==> src/rtl/life_engine.sv <==
// life_engine: in-place Conway generation update over a COLS x ROWS cell RAM.
// Define LIFE_WRAP_EN for a toroidal grid (LOAD then also reads the last row).
module life_engine #(
    parameter int COLS = 40,
    parameter int ROWS = 15,
    parameter int AW   = 11
) (
    input  logic          clk,
    input  logic          rst,
    input  logic          step,
    output logic          busy,
    output logic          done,
    output logic [15:0]   gen_count,
    output logic [AW-1:0] mem_addr,
    output logic          mem_we,
    output logic [7:0]    mem_wdata,
    input  logic [7:0]    mem_rdata
);

    // state | meaning
    // IDLE  | waiting for step, RAM port quiet
    // LOAD  | read row 0 (and row ROWS-1 when wrapping) into the buffers
    // FETCH | read row r+1 into row_next (last row: fill from row0 or zero)
    // WRITE | write the new state of row r, one cell per cycle
    // SHIFT | slide the three-row window down by one row
    // DONE  | one-cycle completion pulse, bump gen_count

    localparam int              CW         = $clog2(COLS + 1);
    localparam logic [3:0]      LAST_ROW   = 4'(ROWS - 1);
    localparam logic [CW-1:0]   CNT_RD_END = CW'(COLS);
    localparam logic [CW-1:0]   CNT_WR_END = CW'(COLS - 1);

    typedef enum logic [2:0] {IDLE, LOAD, FETCH, WRITE, SHIFT, DONE} state_t;

    state_t           state, state_d;
    logic [CW-1:0]    cnt;
    logic [CW-1:0]    cap_idx;
    logic [3:0]       r;
    logic             ld_ph;
    logic [COLS-1:0]  row_prev, row_cur, row_next;
`ifdef LIFE_WRAP_EN
    logic [COLS-1:0]  row0;
`endif
    logic [AW-1:0]    addr_hold, addr_c;
    logic             we_c;
    logic             rd_bit;
    logic [COLS+1:0]  ext_p, ext_c, ext_n;
    logic [2:0]       win_p, win_c, win_n;
    logic [3:0]       n_sum;
    logic             new_cell;

    function automatic logic [AW-1:0] cell_addr(input logic [3:0] row, input logic [CW-1:0] col);
        return AW'(COLS * int'(row) + int'(col));
    endfunction

    assign rd_bit  = |mem_rdata;
    assign cap_idx = cnt - CW'(1);

    // Padded rows: bit 0 is column -1, bit COLS+1 is column COLS.
`ifdef LIFE_WRAP_EN
    assign ext_p = {row_prev[0], row_prev, row_prev[COLS-1]};
    assign ext_c = {row_cur[0],  row_cur,  row_cur[COLS-1]};
    assign ext_n = {row_next[0], row_next, row_next[COLS-1]};
`else
    assign ext_p = {1'b0, row_prev, 1'b0};
    assign ext_c = {1'b0, row_cur,  1'b0};
    assign ext_n = {1'b0, row_next, 1'b0};
`endif

    assign win_p = ext_p[cnt +: 3];
    assign win_c = ext_c[cnt +: 3];
    assign win_n = ext_n[cnt +: 3];

    assign n_sum = 4'(win_p[0]) + 4'(win_p[1]) + 4'(win_p[2])
                 + 4'(win_c[0]) + 4'(win_c[2])
                 + 4'(win_n[0]) + 4'(win_n[1]) + 4'(win_n[2]);

    assign new_cell = (n_sum == 4'd3) | (win_c[1] & (n_sum == 4'd2));

    always_comb begin
        state_d = state;
        addr_c  = addr_hold;
        we_c    = 1'b0;
        case (state)
            IDLE: begin
                if (step) state_d = LOAD;
            end
            LOAD: begin
                if (cnt < CNT_RD_END) addr_c = cell_addr(ld_ph ? LAST_ROW : 4'd0, cnt);
                if (cnt == CNT_RD_END) begin
`ifdef LIFE_WRAP_EN
                    state_d = ld_ph ? FETCH : LOAD;
`else
                    state_d = FETCH;
`endif
                end
            end
            FETCH: begin
                if (r == LAST_ROW) begin
                    state_d = WRITE;
                end else begin
                    if (cnt < CNT_RD_END) addr_c = cell_addr(r + 4'd1, cnt);
                    if (cnt == CNT_RD_END) state_d = WRITE;
                end
            end
            WRITE: begin
                addr_c = cell_addr(r, cnt);
                we_c   = 1'b1;
                if (cnt == CNT_WR_END) state_d = SHIFT;
            end
            SHIFT: begin
                state_d = (r == LAST_ROW) ? DONE : FETCH;
            end
            DONE: begin
                state_d = IDLE;
            end
            default: state_d = IDLE;
        endcase
    end

    always_ff @(posedge clk) begin
        if (rst) begin
            state     <= IDLE;
            cnt       <= '0;
            r         <= '0;
            ld_ph     <= 1'b0;
            row_prev  <= '0;
            row_cur   <= '0;
            row_next  <= '0;
`ifdef LIFE_WRAP_EN
            row0      <= '0;
`endif
            addr_hold <= '0;
            gen_count <= '0;
        end else begin
            state     <= state_d;
            addr_hold <= addr_c;
            case (state)
                IDLE: begin
                    cnt   <= '0;
                    r     <= '0;
                    ld_ph <= 1'b0;
                    if (step) row_prev <= '0;
                end
                LOAD: begin
                    // Data for the address issued last cycle arrives now.
                    if (cnt != '0) begin
                        if (ld_ph) begin
                            row_prev[cap_idx] <= rd_bit;
                        end else begin
                            row_cur[cap_idx] <= rd_bit;
`ifdef LIFE_WRAP_EN
                            row0[cap_idx]    <= rd_bit;
`endif
                        end
                    end
                    if (cnt == CNT_RD_END) begin
                        cnt   <= '0;
                        ld_ph <= 1'b1;
                    end else begin
                        cnt <= cnt + CW'(1);
                    end
                end
                FETCH: begin
                    if (r == LAST_ROW) begin
                        cnt <= '0;
`ifdef LIFE_WRAP_EN
                        row_next <= row0;
`else
                        row_next <= '0;
`endif
                    end else begin
                        if (cnt != '0) row_next[cap_idx] <= rd_bit;
                        cnt <= (cnt == CNT_RD_END) ? '0 : cnt + CW'(1);
                    end
                end
                WRITE: begin
                    cnt <= (cnt == CNT_WR_END) ? '0 : cnt + CW'(1);
                end
                SHIFT: begin
                    row_prev <= row_cur;
                    row_cur  <= row_next;
                    cnt      <= '0;
                    if (r != LAST_ROW) r <= r + 4'd1;
                end
                DONE: begin
                    gen_count <= gen_count + 16'd1;
                end
                default: ;
            endcase
        end
    end

    assign busy      = (state != IDLE) && (state != DONE);
    assign done      = (state == DONE);
    assign mem_addr  = addr_c;
    // A write must not land on the same edge that resets the engine.
    assign mem_we    = we_c & ~rst;
    assign mem_wdata = (state == WRITE) ? {7'd0, new_cell} : 8'h00;

endmodule
==> config.mk <==
export PLATFORM = sky130hd
export DESIGN_NAME = life_engine
export DESIGN_NICKNAME = d
export VERILOG_FILES = /design/src/rtl/life_engine.sv
export SDC_FILE = /design/constraint.sdc
export NUM_CORES = 1
export LEC_CHECK = 0
export BUFFER_PORTS_ARGS = -buffer_cell sky130_fd_sc_hd__buf_2
export CAP_MARGIN = 20
export CELL_PAD_IN_SITES_DETAIL_PLACEMENT = 1
export CELL_PAD_IN_SITES_GLOBAL_PLACEMENT = 2
export CORE_ASPECT_RATIO = 0.6
export CORE_MARGIN = 2
export CORE_UTILIZATION = 43
export DETAILED_ROUTE_END_ITERATION = 10
export PLACE_DENSITY_LB_ADDON = 0.1
export SLEW_MARGIN = 25
export SYNTH_ARGS = -nofsm -noshare
export SYNTH_HDL_FRONTEND = slang
export SYNTH_SLANG_ARGS = --single-unit
==> constraint.sdc <==
create_clock -name clk -period 10.5 [get_ports clk]
set_clock_uncertainty 0.15 [all_clocks]
set_input_delay 1.05 -clock clk [delete_from_list [all_inputs] [get_ports clk]]
set_output_delay 1.05 -clock clk [all_outputs]
set_load 0.01 [all_outputs]
==> results of run 1 <==
## critical path: stages, from the launching register on
cell and delay (ps):
dfxtp_4 700, buf_4 650, mux2i_1 230, mux4_2 500, o21ai_0 260, a21oi_1 130, a21oi_1 190, fa_1 430
inv_1 90, fa_1 410, fa_1 560, inv_1 50, ha_1 220, fa_1 400, o21ai_0 190, nand3_1 90
nor2_1 140, buf_2 150
## power by group through the flow
stage | sequential, mW | combinational [mW] | clock, mW
6_report | 0.640 | 0.632 | 0.690
5_1_grt | 0.640 | 0.665 | 0.715
4_1_cts | 0.638 | 0.605 | 0.694
3_5_place_dp | 0.652 | 0.602 | 0
3_3_place_gp | 0.652 | 0.596 | 0
2_1_floorplan | 0.640 | 0.424 | 0
## per-layer routing
layer  share of wire  wire [um]  GRT usage
met1            0.46      25300      0.575
met2            0.38      20800      0.478
met3            0.15       8380      0.179
met4           0.015        839     0.0755
met5               0          0          0
## flip-flops by register name, indices dropped and copies added, names as in the netlist
signal,count
addr_hold,11
cnt,6
gen_count,16
ld_ph,1
r,4
row_cur,40
row_next,40
row_prev,40
state,3
## cell type report
| cell class | count | area, um2 | area share |
|---|---|---|---|
| Inverter | 17 | 63.8 | 0.00491 |
| Clock inverter | 12 | 170 | 0.0131 |
| Clock buffer | 20 | 457 | 0.0351 |
| Sequential cell | 161 | 3230 | 0.249 |
| Timing Repair Buffer | 79 | 503 | 0.0387 |
| Multi-Input combinational cell | 1067 | 8120 | 0.624 |
| Tap cell | 367 | 459 | 0.0353 |
## worst paths after layout
path,end,slack (ps),from,cells past startpoint
worst max-delay path,mem_wdata[0],3450,cnt[1],17
worst min-delay path,row_prev[10],350,row_prev[10],1
worst max register to register,row_cur[18],6050,cnt[0],8
worst min register to register,row_prev[10],350,row_prev[10],1
## logic make-up (layout without fill, tap and decap cells)
family                     count (synthesis)  after routing  share of synthesized area
AOI/OAI and AO/OA                        486            486                      0.283
and+or+nand+nor                          395            395                      0.162
DFF                                      161            161                      0.269
buffers and inverters                    145            128                     0.0577
muxes                                    117            117                      0.164
adders and majority gates                 33             33                     0.0401
xor gates and xnor gates                  29             29                     0.0234
other                                      1              7                   0.000313
## layout by cell type (no fill, tap or decap), types with 10 or more instances in the layout
cell type  instances
inv_1             15
dfxtp_1          156
clkbuf_16         17
a211o_1           10
nor2_1            69
buf_2             41
nand2_1          137
a221o_1           18
a21oi_1           82
buf_4             37
nand3_1           42
o31ai_1           31
mux4_2            62
nor4_1            11
a21o_1            14
o21ai_0           65
a32oi_1           14
mux2_2            10
xor2_1            10
a32o_1            10
and3_1            14
a31oi_1           14
o21ai_1           49
mux2i_1           45
o22ai_1           10
xnor2_1           17
o21bai_1          11
nor3_1            33
nand4_1           12
nor2b_1           13
ha_1              24
a22o_1            36
a211oi_1          26
and2_1            12
a221oi_1          15
## per-stage QoR
step / total power [mW] / cell area, um2 / cells / util / hold WS (ps)
detailed placement: 1.25 / 12400 / 1691 / 0.450 / 332
floorplan: 1.06 / 12000 / 1373 / - / 298
finish: 1.96 / 13000 / 1723 / 0.473 / 349
CTS: 1.94 / 13000 / 1723 / 0.473 / 345
global placement: 1.25 / 12400 / 1691 / 0.450 / 327
global route: 2.02 / 13000 / 1723 / 0.473 / 374
==> run metrics, run 1 <==
Hold WC Path Type=reg -> reg; Starting Density=0.436; IO buf count=41; GRT Overall Usage=0.380; Max clock buf depth=2; Flop pwr share=0.326; final setup fails=0; Nets=1387; final WL=between 50 and 60 mm; Post-synth EDFFs=0; Max Slew Vio Count=0; grt ovf=0; Worst Max-Slew Pin Slew=1160 ps; CTS Buf Count=17; Fin Setup TNS=0 ps; post-route DRC violation count=0; worst endpoint required time=about 9300 ps; cts repair resizes=0; crit path launch type=flip-flop; core box area=between 20000 and 30000 um2; Die Y=between 100 and 150 um; WS Path Type=reg -> out; Yosys reg bits=roughly 160; YS warnings=0; Synth Area per Inst=8.77 um2; synthesized cell area=~12000 um2; Core Rows=47; crit end category=primary output; Pint=1.20 mW; fin crit period=7050 ps; DP HPWL=a little over 40 mm; status=finished clean; area leader, netlist=dfxtp_1; Area contributors post-synth=dfxtp_1 (27%), mux4_2 (12%), nand2_1 (4.3%); most common cell in the synthesized netlist=dfxtp_1; Routed wire per std cell=32.1 um; Synth Flop Type=dfxtp_1; Setup WS post-layout=3450 ps; die footprint=just under 30000 um2; RSZ-0062 raised after global routing=false; Max-slew headroom=0.229; hold_buf cts=0; Clk pwr share=0.352; ANT cells=0; fillers=3165; pwr/cell area=151 nW/um2; Sw Share=0.390; RePlAce Congestion=0.984; clock root buffer=clkbuf_16; Comb pwr share=0.322; post-CTS setup buffer count=0; Seq/Total Area, Yosys=0.269; clk sinks=161; leakage=4.59 nW; worst skew pair latency=about 460 ps; ys async rst share=0; Max Cap Violations=0; number of antenna violations at the first check in global routing=1; top cells by count, synth=dfxtp_1 (161), nand2_1 (138), a21oi_1 (82), nor2_1 (70); Psw=between 0.7 and 0.8 mW; area grow syn2layout=8.51%; largest net degree at the start of global routing=around 120; post-place setup slack=3970 ps; clk slew on worst S/H paths=around 60 ps; H-tree depth=4; post-synth cell types=84; number of global-route vias before repair=11.7k; DR iter-0 viols=1576; Die X=220 um; via-per-instance ratio=between 7 and 8; Final period util=0.672; crit path DAT=about 5900 ps; first-pass iteration count of the detailed router=5; VDD IR max=0.149 mV; CP max FO=50; max frequency=0.142 GHz; antenna viol nets, final=0; synthesized netlist cell count=1367; fraction of layout cells with a size suffix above 1=0.166; post-synth top area share=0.269; CTS tree=done; first-pass GRT wire length=80.5 mm; Top Ports=49; vias after detailed routing=~12k; Final Hold Fails=0
Power figures use the tool's default switching activity.
==> run 2, diff against run 1 <==
Settings changed: CORE_UTILIZATION 43 to 40.
Clock period 10.5 ns to 7.2 ns, I/O delays scaled along.
==> run 2 against run 1 <==
Net effect:
- worst setup slack got worse by 3000 ps
- sequential cell count unchanged
- hold slack better by 3.9 ps
- core utilization is 3.8 points lower
- clock-buffer cell count did not move
- final cell count grew 2.4%
- via count fell by 0.53%
- sequential share of layout area grew 0.10 points
==> run metrics, run 2 (synthesized netlist as in run 1, its figures left out) <==
status=finished clean; Top Ports=49 (unchanged); Sw Share=0.400 (+0.00941); CTS tree=done; H-tree depth=4 (unchanged); worst endpoint required time=6330 ps (-2970 ps); Clk pwr share=0.324 (-0.028); crit path launch type=flip-flop; Max-slew headroom=0.223 (-0.00530); VDD IR max=0.194 mV (+31%); CTS Buf Count=17 (unchanged); antenna viol nets, final=0 (unchanged); Starting Density=0.403 (-0.0333); DR iter-0 viols=1765 (+12%); crit end category=primary output; first-pass iteration count of the detailed router=8 (+3); worst skew pair latency=470 ps (about the same); IO buf count=41 (unchanged); pwr/cell area=211 nW/um2 (+40%); Fin Setup TNS=0 ps (unchanged); clock root buffer=clkbuf_16; Die Y=138 um (+3.6%); Max Cap Violations=0 (unchanged); max frequency=0.149 GHz; WS Path Type=reg -> out; most common cell after layout, fill and taps aside=dfxtp_1; final setup fails=0 (unchanged); number of global-route vias before repair=11.4k (-1.9%); die footprint=31400 um2 (+7.3%); post-route DRC violation count=0 (unchanged); Nets=1388 (+0.072%); final WL=56.3 mm (+1.8%); area grow syn2layout=8.06%; Psw=1.09 mW (+42%); largest net degree at the start of global routing=62 (-48%); Setup WS post-layout=494 ps (-2950 ps); Final period util=0.931; cts repair resizes=0 (unchanged); number of antenna violations at the first check in global routing=1 (unchanged); Max Slew Vio Count=0 (unchanged); fillers=3429 (+8.3%); Hold WC Path Type=reg -> reg; Core Rows=49 (+4.3%); Flop pwr share=0.357 (+0.031); Worst Max-Slew Pin Slew=1160 ps (+3.66 ps); leakage=4.55 nW (-0.97%); Comb pwr share=0.319 (-0.003); biggest regs=row_cur (40), row_next (40), row_prev (40); grt ovf=0 (unchanged); crit path DAT=5840 ps (about the same); clk sinks=161 (unchanged); post-place setup slack=980 ps (-2990 ps); Pint=1.64 mW (+37%); hold_buf cts=0 (unchanged); RSZ-0062 raised after global routing=false; CP max FO=46 (-8.0%); core box area=29700 um2 (+8.3%); RePlAce Congestion=1.00 (+2.0%); clk slew on worst S/H paths=70 ps (about the same); GRT Overall Usage=0.362 (-0.0176); DP HPWL=41.5 mm (+3.1%); most frequent cells in the layout=dfxtp_1 (156), nand2_1 (138), a21oi_1 (82), nor2_1 (69), o21ai_0 (65); Routed wire per std cell=31.9 um (-0.58%); hold slack=353 ps (+3.90 ps); total power=2.73 mW (+39%); first-pass GRT wire length=82.0 mm (+1.9%); Die X=227 um (+3.6%); vias after detailed routing=12.2k (-0.53%); post-CTS setup buffer count=0 (unchanged); via-per-instance ratio=6.93 (-2.9%); Final Hold Fails=0 (unchanged); Max clock buf depth=2 (unchanged); fin crit period=around 6700 ps; fraction of layout cells with a size suffix above 1=0.164 (-0.00221)
[run 2: cell count changes in the layout (fill, tap and decap cells not counted), sizes merged]
cell      change
diode         +1
inv           -3
clkinv        +2
bufinv        -2
buf           +1
clkinvlp      +2
[run 2: final timing paths]
path / start / to / slack [ps] / cells after the start
max: cnt[0] / mem_wdata[0] / 490 / 17
min: addr_hold[10] / addr_hold[10] / 350 / 2
max reg2reg: cnt[1] / row_cur[20] / 2400 / 6
min reg2reg: addr_hold[10] / addr_hold[10] / 350 / 2
[run 2: final cells by class]
type / count / area (um2) / share of cell area
clock inverters: 11 / 92.6 / 0.00715
diodes: 1 / 2.50 / 0.000193
inverters: 17 / 63.8 / 0.00493
multi-input cells: 1067 / 8110 / 0.626
repair buffers: 80 / 498 / 0.0385
clock buffers: 20 / 437 / 0.0337
well taps: 408 / 510 / 0.0394
flip-flops and latches: 161 / 3230 / 0.250
[run 2: power groups by stage]
stage	Sequential [mW]	Clock [mW]	Combinational [mW]
2_1_floorplan	0.934	0	0.618
3_3_place_gp	0.992	0	0.829
3_5_place_dp	0.992	0	0.834
4_1_cts	0.972	0.892	0.836
5_1_grt	0.978	0.936	0.917
6_report	0.972	0.885	0.870
[run 2: metal layers]
metal  track usage  share of wire  vias to the layer above
met5             0              0                        -
met4        0.0891          0.024                        0
met3         0.156           0.14                       91
met2         0.448           0.37                      753
met1         0.559           0.46                     6159
li1              -              -                     5231
[run 2: worst max-delay path: stages (launching register included)]
cell and delay, ps:
dfxtp_4 870, buf_4 510, mux4_2 550, nor2_1 120
nor2_1 70, o221ai_1 240, nand3_1 130, fa_1 500
inv_1 50, fa_1 500, fa_1 540, inv_1 40
ha_1 220, fa_1 380, o21ai_0 180, nand3_1 90
nor2_1 180, buf_2 160
[run 2: metrics by stage]
stage / area [um2] / utilization / std cells
floorplan: 12000 / - / 1373
global placement: 12400 / 0.417 / 1733
detailed placement: 12400 / 0.417 / 1733
CTS: 12900 / 0.435 / 1764
global route: 12900 / 0.435 / 1764
finish: 12900 / 0.435 / 1765
==> run 3, diff against run 2 <==
Settings changed: ABC_CLOCK_PERIOD_IN_PS set to 8700, CORE_UTILIZATION 40 to 43, REMOVE_ABC_BUFFERS set to 1.
Clock period 7.2 ns to 8.7 ns, I/O delays scaled along.
==> run 3 against run 2 <==
Net effect:
- final cell count down 2.8%
- die area down 6.8%
- non-clock buffer count down 6
- critical path depth unchanged
- via count about the same
- worst setup slack better by 1100 ps
- core utilization up 3.5 points
- highest routed layer is now met5
- sequential power down 17%
- largest power group unchanged
==> run metrics, run 3 (synthesized netlist as in run 1, its figures left out) <==
most frequent cells in the layout=dfxtp_1 (157), nand2_1 (138), a21oi_1 (82), nor2_1 (68), o21ai_0 (65); placed cells=1686 (-2.7%); crit end category=primary output; clock root buffer=clkbuf_16; pwr/cell area=178 nW/um2 (-15%); Routed wire per std cell=31.4 um (-1.7%); hold_buf cts=0 (unchanged); Final period util=0.818; number of antenna violations at the first check in global routing=1 (unchanged); first-pass GRT wire length=79.6 mm (-3.0%); Top Ports=49 (unchanged); status=finished clean; Starting Density=0.436 (+0.0333); WS Path Type=reg -> out; hold slack=352 ps (-0.750 ps); largest net degree at the start of global routing=69 (+11%); CTS tree=done; Die X=220 um (-3.5%); Final Hold Fails=0 (unchanged); most common cell after layout, fill and taps aside=dfxtp_1; Die Y=133 um (-3.4%); clk slew on worst S/H paths=70 ps (about the same); CTS Buf Count=17 (unchanged); crit path launch type=flip-flop; GRT Overall Usage=0.372 (+0.0101); Max Cap Violations=0 (unchanged); biggest regs=row_cur (40), row_next (40), row_prev (40); DR iter-0 viols=1402 (-21%); crit path DAT=6100 ps (+260 ps); RSZ-0062 raised after global routing=false; fraction of layout cells with a size suffix above 1=0.162 (-0.00200); first-pass iteration count of the detailed router=6 (-2); clk sinks=161 (unchanged); Cell Count, Final, Fillers Out=1715 (-2.8%); final WL=53.8 mm (-4.4%); core box area=27500 um2 (-7.6%); DP HPWL=38.2 mm (-7.8%); max frequency=0.140 GHz; via-per-instance ratio=7.13 (+2.9%); RePlAce Congestion=1.02 (+1.4%); leakage=4.55 nW (about the same); VDD IR max=0.130 mV (-33%); post-route DRC violation count=0 (unchanged); Nets=1382 (-0.43%); area grow syn2layout=7.76%; ANT cells=0 (-1); Max clock buf depth=2 (unchanged); IO buf count=41 (unchanged); CP max FO=54 (+17%); antenna viol nets, final=0 (unchanged); H-tree depth=4 (unchanged); fillers=3180 (-7.3%); cts repair resizes=0 (unchanged); die footprint=29300 um2 (-6.8%); Worst Max-Slew Pin Slew=1060 ps (-98.0 ps); grt ovf=0 (unchanged); Hold WC Path Type=reg -> reg; fin crit period=just over 7000 ps; post-CTS setup buffer count=0 (unchanged); worst endpoint required time=7680 ps (+1350 ps); vias after detailed routing=12.2k (-0.049%); Max Slew Vio Count=0 (unchanged); worst skew pair latency=460 ps (about the same); number of global-route vias before repair=11.7k (+2.2%); Max-slew headroom=0.290 (+0.0664); final setup fails=0 (unchanged); Core Rows=47 (-4.1%)
==> run 3: cell types whose count changed in the layout (fill, tap and decap cells not counted), moves of 2 or more <==
cell	before	now
buf_4	39	33
a2111oi_0	0	3
a2111oi_1	3	0
clkbuf_1	3	0
clkbuf_8	0	2
clkinv_2	5	3
clkinvlp_4	3	1
==> run 3: layout make-up <==
class,count,area (um2),share of cell area
multi-input combinational,1067,8120,0.629
clock buffer,20,478,0.0370
tap,367,459,0.0356
sequential,161,3230,0.250
clock inverter,9,106,0.00824
inverter,17,63.8,0.00494
timing repair buffer,74,453,0.0351
==> run 3: routing by layer <==
layer	vias up	share of wire	global-route usage
met5	-	0.0019	0.0250
met4	2	0.025	0.117
met3	92	0.13	0.151
met2	692	0.38	0.475
met1	6230	0.46	0.555
li1	5212	-	-
==> run 3: final timing paths <==
kind                                    start       endpoint  slack (ps)  cells past startpoint
worst min register to register  addr_hold[10]  addr_hold[10]         350                      2
worst max register to register         cnt[1]     row_cur[1]        3600                      8
worst min-delay path            addr_hold[10]  addr_hold[10]         350                      2
worst max-delay path                   cnt[1]   mem_wdata[0]        1580                     17
==> run 3: critical path, stage by stage, from the launching register on <==
cell and delay (ps):
dfxtp_4 670, buf_4 680, inv_1 340, nand2_1 210
o22ai_1 90, nor4_1 520, o22ai_1 220, fa_1 570
inv_1 60, fa_1 510, fa_1 550, inv_1 40
ha_1 210, fa_1 380, o21ai_0 180, nand3_1 90
nor2_1 170, buf_2 160
==> run 3: metrics by stage <==
step | total power [mW] | utilization | setup WS, ps | area [um2] | setup TNS (ps)
floorplan | 1.26 | - | -104 | 11400 | -104
global placement | 1.49 | 0.448 | 2270 | 12300 | 0
finish | 2.30 | 0.470 | 1580 | 12900 | 0
global route | 2.38 | 0.470 | 1420 | 12900 | 0
detailed placement | 1.50 | 0.449 | 2230 | 12300 | 0
CTS | 2.28 | 0.470 | 1720 | 12900 | 0
==> run 3: report_power, final <==
group	switching [mW]	leakage (nW)	internal [mW]	total (mW)
Sequential	0.0606	1.30	0.750	0.811
Combinational	0.486	2.96	0.214	0.699
Clock	0.345	0.289	0.449	0.795
